File: src/rtl/audio_pkg.sv
// Shared audio types for the I2S front end, filter bank and DAC transmitter.
`timescale 1ns/1ps
package audio_pkg;

  localparam int SAMPLE_W = 16;

  typedef logic signed [SAMPLE_W-1:0] sample_t;

  typedef enum logic {
    IDLE = 1'b0,
    RUN  = 1'b1
  } i2s_state_t;

endpackage

File: src/rtl/i2s_clk_gen.sv
// Bit/word clock generator for the I2S master: divides clk into bclk, counts
// bclk periods per frame and derives lrclk plus the slot-relative bit position.
`timescale 1ns/1ps
module i2s_clk_gen #(
  parameter int BCLK_HALF = 8,
  parameter int SLOT_W    = 32
) (
  input  logic                        clk,
  input  logic                        reset,
  input  logic                        i_run,
  output logic                        o_bclk,
  output logic                        o_lrclk,
  output logic                        o_rise_evt,
  output logic [$clog2(SLOT_W)-1:0]   o_pos
);

  localparam int DIV_W = $clog2(BCLK_HALF);
  localparam int BIT_W = $clog2(2 * SLOT_W);
  localparam int POS_W = $clog2(SLOT_W);

  localparam logic [DIV_W-1:0] DIV_MAX   = DIV_W'(BCLK_HALF - 1);
  localparam logic [BIT_W-1:0] BIT_MAX   = BIT_W'(2 * SLOT_W - 1);
  localparam logic [BIT_W-1:0] SLOT_BITS = BIT_W'(SLOT_W);

  logic [DIV_W-1:0] r_div_cnt;
  logic [BIT_W-1:0] r_bit_cnt;
  logic [BIT_W-1:0] w_bit_next;
  logic             r_bclk;
  logic             r_lrclk;
  logic             w_wrap;
  logic             w_rise_evt;
  logic             w_fall_evt;

  assign w_wrap     = i_run && (r_div_cnt == DIV_MAX);
  assign w_rise_evt = w_wrap && !r_bclk;
  assign w_fall_evt = w_wrap &&  r_bclk;
  assign w_bit_next = (r_bit_cnt == BIT_MAX) ? '0 : r_bit_cnt + BIT_W'(1);

  // Stopping the interface returns both clocks low and rewinds to the left slot,
  // so the next start always begins a fresh frame.
  always_ff @(posedge clk) begin
    if (reset || !i_run) begin
      r_div_cnt <= '0;
      r_bit_cnt <= '0;
      r_bclk    <= 1'b0;
      r_lrclk   <= 1'b0;
    end else if (w_wrap) begin
      r_div_cnt <= '0;
      r_bclk    <= ~r_bclk;
      if (w_fall_evt) begin
        r_bit_cnt <= w_bit_next;
        r_lrclk   <= (w_bit_next >= SLOT_BITS);
      end
    end else begin
      r_div_cnt <= r_div_cnt + DIV_W'(1);
    end
  end

  assign o_bclk     = r_bclk;
  assign o_lrclk    = r_lrclk;
  assign o_rise_evt = w_rise_evt;
  assign o_pos      = POS_W'(r_lrclk ? (r_bit_cnt - SLOT_BITS) : r_bit_cnt);

endmodule

File: src/rtl/i2s_rx_master.sv
// I2S master receiver: drives bclk/lrclk, deserialises sdin and presents a
// left/right signed sample pair with a single-cycle sample_valid strobe per frame.
`timescale 1ns/1ps
module i2s_rx_master #(
  parameter int BCLK_HALF = 8,
  parameter int SLOT_W    = 32,
  parameter int SAMPLE_W  = 16
) (
  input  logic                       clk,
  input  logic                       reset,
  input  logic                       enable,
  input  logic                       sdin,
  output logic                       bclk,
  output logic                       lrclk,
  output logic signed [SAMPLE_W-1:0] sample_l,
  output logic signed [SAMPLE_W-1:0] sample_r,
  output logic                       sample_valid
);

  import audio_pkg::*;

  localparam int POS_W = $clog2(SLOT_W);
  localparam logic [POS_W-1:0] LAST_POS = POS_W'(SAMPLE_W);

  i2s_state_t r_state;
  i2s_state_t w_state_next;
  logic       w_run;

  logic             r_sync1;
  logic             r_sync2;
  logic             w_rise;
  logic [POS_W-1:0] w_pos;
  logic             w_capture;
  logic             w_last_bit;

  logic signed [SAMPLE_W-1:0] r_shift;
  logic signed [SAMPLE_W-1:0] w_shift_next;
  logic signed [SAMPLE_W-1:0] r_hold;
  logic signed [SAMPLE_W-1:0] r_sample_l;
  logic signed [SAMPLE_W-1:0] r_sample_r;
  logic                       r_valid;

  always_ff @(posedge clk) begin
    if (reset) begin
      r_state <= IDLE;
    end else begin
      r_state <= w_state_next;
    end
  end

  // w_run drops in the same cycle enable falls, so the clock generator clears
  // on the very next edge rather than finishing the current bclk half-period.
  always_comb begin
    w_state_next = r_state;
    w_run        = 1'b0;
    case (r_state)
      IDLE: begin
        if (enable) begin
          w_state_next = RUN;
        end
      end
      RUN: begin
        if (enable) begin
          w_run = 1'b1;
        end else begin
          w_state_next = IDLE;
        end
      end
      default: begin
        w_state_next = IDLE;
      end
    endcase
  end

  i2s_clk_gen #(
    .BCLK_HALF (BCLK_HALF),
    .SLOT_W    (SLOT_W)
  ) u_clk_gen (
    .clk        (clk),
    .reset      (reset),
    .i_run      (w_run),
    .o_bclk     (bclk),
    .o_lrclk    (lrclk),
    .o_rise_evt (w_rise),
    .o_pos      (w_pos)
  );

  always_ff @(posedge clk) begin
    if (reset) begin
      r_sync1 <= 1'b0;
      r_sync2 <= 1'b0;
    end else begin
      r_sync1 <= sdin;
      r_sync2 <= r_sync1;
    end
  end

  // Position 0 is the one-bclk I2S delay slot; anything past SAMPLE_W is
  // extra ADC resolution that is dropped (truncation, no rounding).
  assign w_capture    = w_rise && (w_pos != '0) && (w_pos <= LAST_POS);
  assign w_last_bit   = w_capture && (w_pos == LAST_POS);
  assign w_shift_next = {r_shift[SAMPLE_W-2:0], r_sync2};

  always_ff @(posedge clk) begin
    if (reset) begin
      r_shift    <= '0;
      r_hold     <= '0;
      r_sample_l <= '0;
      r_sample_r <= '0;
      r_valid    <= 1'b0;
    end else begin
      r_valid <= 1'b0;
      if (!w_run) begin
        r_shift <= '0;
        r_hold  <= '0;
      end else if (w_capture) begin
        r_shift <= w_shift_next;
        if (w_last_bit && !lrclk) begin
          r_hold <= w_shift_next;
        end
        // Both channels publish together at the end of the right word.
        if (w_last_bit && lrclk) begin
          r_sample_l <= r_hold;
          r_sample_r <= w_shift_next;
          r_valid    <= 1'b1;
        end
      end
    end
  end

  assign sample_l     = r_sample_l;
  assign sample_r     = r_sample_r;
  assign sample_valid = r_valid;

endmodule
File: config.mk
export PLATFORM = sky130hd
export DESIGN_NAME = i2s_rx_master
export DESIGN_NICKNAME = d
export VERILOG_FILES = /design/src/rtl/audio_pkg.sv /design/src/rtl/i2s_clk_gen.sv /design/src/rtl/i2s_rx_master.sv
export SDC_FILE = /design/constraint.sdc
export NUM_CORES = 1
export LEC_CHECK = 0
export BUFFER_PORTS_ARGS = -buffer_cell sky130_fd_sc_hd__buf_2
export CAP_MARGIN = 25
export CORE_MARGIN = 1
export CORE_UTILIZATION = 35
export DETAILED_ROUTE_END_ITERATION = 7
export SLEW_MARGIN = 5
export SYNTH_ARGS = -nofsm -noshare
export SYNTH_HDL_FRONTEND = slang
export SYNTH_HIERARCHICAL = 1
export SYNTH_SLANG_ARGS = --single-unit
File: constraint.sdc
create_clock -name clk -period 2.7 [get_ports clk]
set_clock_uncertainty 0.15 [all_clocks]
set_input_delay 0.135 -clock clk [delete_from_list [all_inputs] [get_ports clk]]
set_output_delay 0.135 -clock clk [all_outputs]
set_load 0.005 [all_outputs]
==> results.py <==
metrics = {
    "floorplan": {
        "die_x_um": 98.1,
        "row_count": 34,
        "start_util_pct": 36.7,
        "die_y_um": 98.1,
        "placeableCoreArea_um2": 8810,
        "dieArea_um2": 9610,
        "ios": 39,
    },
    "detailed_routing": {
        "drt_iter0_markers": 135,
        "wl_mm": 5.90,
        "firstDrtPassIters": 6,
        "wl_per_cell_um": 12.4,
        "vias_per_cell": 4.74,
        "postRouteAntennaNets": 0,
        "drc": 1,
        "vias": 2253,
    },
    "yosys": {
        "synth-edff-count": 0,
        "synthCells": 332,
        "ys.flop_type": "dfxtp_1",
        "synth_top_area_share_pct": 47.7,
        "synth.distinct_cells": 30,
        "synthTopCellsByArea": "dfxtp_1 48%, mux2i_1 15%, nand2b_1 13%",
        "synth_top_area_cell": "dfxtp_1",
        "synth-seq-cells": 77,
        "syn_area_um2": 3230,
        "post_synth.cell_area_avg_um2": 9.73,
        "synthesis.nets": 339,
        "synthArstFlopShare_pct": 0,
        "seq_area_frac_synth_pct": 47.7,
        "ys_warn_count": 6,
    },
    "setup_path": {
        "crit_slowest_cell": "nand3b_1",
        "crit_fanout": 16,
        "crit_type": "flip-flop to flip-flop",
        "r2r_slack_ps": 390,
        "cp-start-kind": "flip-flop",
        "rr_startpoint": "u_clk_gen/r_div_cnt[0]",
        "critPathBufInv": 0,
        "cp-end-kind": "flip-flop",
        "path_cells": "ha_1, ha_1, nand2_1, nor2_1, nand3b_1, o21ai_0, a21oi_1",
        "rr_worst_depth": 7,
        "required_ps": 2750,
        "slowest_delay_ps": 400,
        "cpMostUsedCell": "ha_1",
        "critical_path_arrival_ps": 2360,
        "cp_top_family": "simple AND/OR/NAND/NOR gates",
        "reg2reg_to": "r_hold[13]",
    },
    "hold_path": {
        "hold_path_depth": 2,
        "hold_end": "r_state",
        "hold_class": "primary input to flip-flop",
        "hold_start": "reset",
    },
    "clocking": {
        "numCtsBuffers": 9,
        "postCtsSetupBuffers": 0,
        "cts_buffer_depth": 2,
        "path_clk_slew_ps": 70,
        "htree_levels": 3,
        "postCtsHoldBufs": 2,
        "root_buffer": "clkbuf_8",
        "numClockSinks": 77,
        "clk_latency_ps": 340,
        "cts_tree": "yes",
        "post_cts_resize_count": 0,
    },
    "sta": {
        "slew_violations": 0,
        "fin_crit_ps": 2310,
        "min_period_over_period_pct": 85.6,
        "finalWorstSetupSlack_ps": 389,
        "fmax_mhz": 433,
        "rsz0062_at_grt": "no",
        "slew_headroom_pct": 43.6,
        "tns_ps": 0,
        "setup_viol": 0,
        "worst_pin_slew_ps": 846,
        "hold_violations": 0,
    },
    "global_route": {
        "grt_pass1_vias": 2173,
        "overflow": 0,
        "grt_pass1_wl_mm": 10.4,
        "grt_use_total_pct": 13.6,
        "antenna_found_initial": 0,
        "grt_max_degree": 72,
    },
    "placement": {
        "dp_hpwl_mm": 3.93,
        "io_buffers": 38,
        "place_area_um2": 3460,
        "pre_cts_ws_ps": 440,
        "gp_congestion": 0.758,
    },
    "final_layout": {
        "final_nets": 369,
        "syn_to_final_growth_pct": 14.2,
        "design_area_um2": 3690,
        "drive_above_1_share_pct": 16.6,
        "n_antenna_cell": 0,
    },
    "status": {
        "status": "complete, but fails checks",
        "violations": "design-rule violations",
    },
    "power_and_ir_drop": {
        "p_leak_nw": 1.29,
        "power_density_nw_per_um2": 564,
        "vdd_ir_drop_max_mv": 0.230,
    },
    "run": {
        "max_cap_violations": 0,
    },
}
-- kinds of logic after synthesis --
logic type | share of synthesized area, %
AND/OR/NAND/NOR | 24.6
flip-flops | 47.7
multiplexers | 15.2
AO/OA/AOI/OAI | 6.28
buffers and inverters | 4.22
XOR/XNOR | 0.814
adder cells (fa/ha/maj) | 1.16
-- synthesized netlist by cell type, types with 2 or more instances --
cell,instances
nor2_1,3
mux2i_1,48
clkbuf_1,15
and3b_1,2
a21oi_1,21
ha_1,3
buf_2,4
dfxtp_1,77
nand2_1,25
nor3b_1,2
nor3_1,4
nand2b_1,66
or4_1,2
xor2_1,2
nor2b_1,5
nand3_1,20
buf_8,3
o21ai_0,18
-- worst max-delay path by stage --
stage                     cells past startpoint     endpoint  slack [ps]                   start
final                                         7   r_hold[13]         390  u_clk_gen/r_div_cnt[0]
after global routing                          7    r_hold[6]          90  u_clk_gen/r_div_cnt[0]
after CTS                                     7   r_hold[13]         370  u_clk_gen/r_div_cnt[0]
after detailed placement                      7    r_hold[9]         440  u_clk_gen/r_div_cnt[0]
after floorplan                              10   r_hold[10]         620  u_clk_gen/r_div_cnt[0]
after global placement                        8  sample_r[2]         510  u_clk_gen/r_div_cnt[0]
-- worst reg2reg max path, stage by stage (launching register included) --
cell	delay [ps]
dfxtp_1	340
ha_1	150
ha_1	380
nand2_1	90
nor2_1	220
nand3b_1	400
o21ai_0	350
a21oi_1	100
-- flip-flops by register name (all words and copies together), names as in the netlist --
signal and flops:
u_clk_gen/o_bclk 1, u_clk_gen/r_bit_cnt 6, r_shift 15, r_sync2 1
sample_r 16, r_hold 16, sample_l 16, sample_valid 1
r_state 1, r_sync1 1, u_clk_gen/r_div_cnt 3
-- routing by layer --
metal / global-route usage [%] / vias up / wire [um]
met5: 0 / - / 0
met4: 7.69 / 0 / 108
met3: 3.44 / 8 / 247
met2: 19.2 / 37 / 2400
met1: 18.8 / 1021 / 3140
li1: - / 1187 / -
-- area by class of cell --
type / instances / area [um^2]
Clock inverter: 3 / 42.5
Timing Repair Buffer: 42 / 238
Tap cell: 108 / 135
Fill cell: 860 / 5120
Sequential cell: 77 / 1540
Inverter: 1 / 3.75
Multi-Input combinational cell: 231 / 1560
Clock buffer: 13 / 169
-- power breakdown --
part / total [W] / internal (W) / switching (W)
combinational: 0.0000390 / 0.0000201 / 0.0000188
clock: 0.000902 / 0.000502 / 0.000400
sequential: 0.00114 / 0.00114 / 0.00000163
total: 0.00208 / 0.00166 / 0.000420
-- stage by stage --
step	power (W)	hold WS, ps	util, %	std cells
detailed placement	0.00120	214	39.2	457
global placement	0.00120	221	39.2	457
floorplan	0.00120	113	-	332
global route	0.00217	329	41.9	475
finish	0.00208	244	41.9	475
CTS	0.00211	263	41.9	475
-- placed cells by master (no fill, tap or decap) --
| master | instances |
|---|---|
| and2_1 | 1 |
| or3_2 | 1 |
| nand2_1 | 25 |
| clkinvlp_4 | 1 |
| nor2b_1 | 5 |
| mux2_2 | 1 |
| a21oi_1 | 21 |
| xnor2_1 | 1 |
| nand3_1 | 20 |
| nand3b_1 | 1 |
| bufinv_16 | 1 |
| buf_2 | 38 |
| clkinv_2 | 1 |
| dfxtp_1 | 77 |
| mux2i_1 | 48 |
| nand4_4 | 1 |
| nor4_2 | 1 |
| clkbuf_8 | 12 |
| or4_4 | 1 |
| inv_1 | 1 |
| nor3_1 | 4 |
| or4_1 | 2 |
| o21ai_0 | 18 |
| buf_4 | 1 |
| nand2b_1 | 66 |
| o31ai_1 | 1 |
| nor2_1 | 3 |
| ha_1 | 3 |
| nor3_4 | 1 |
| buf_12 | 1 |
| dlygate4sd3_1 | 2 |
| nor3b_1 | 2 |
| clkbuf_1 | 1 |
| and3b_1 | 2 |
| xor2_1 | 2 |
Note: power is estimated with default switching activity, not from simulation.
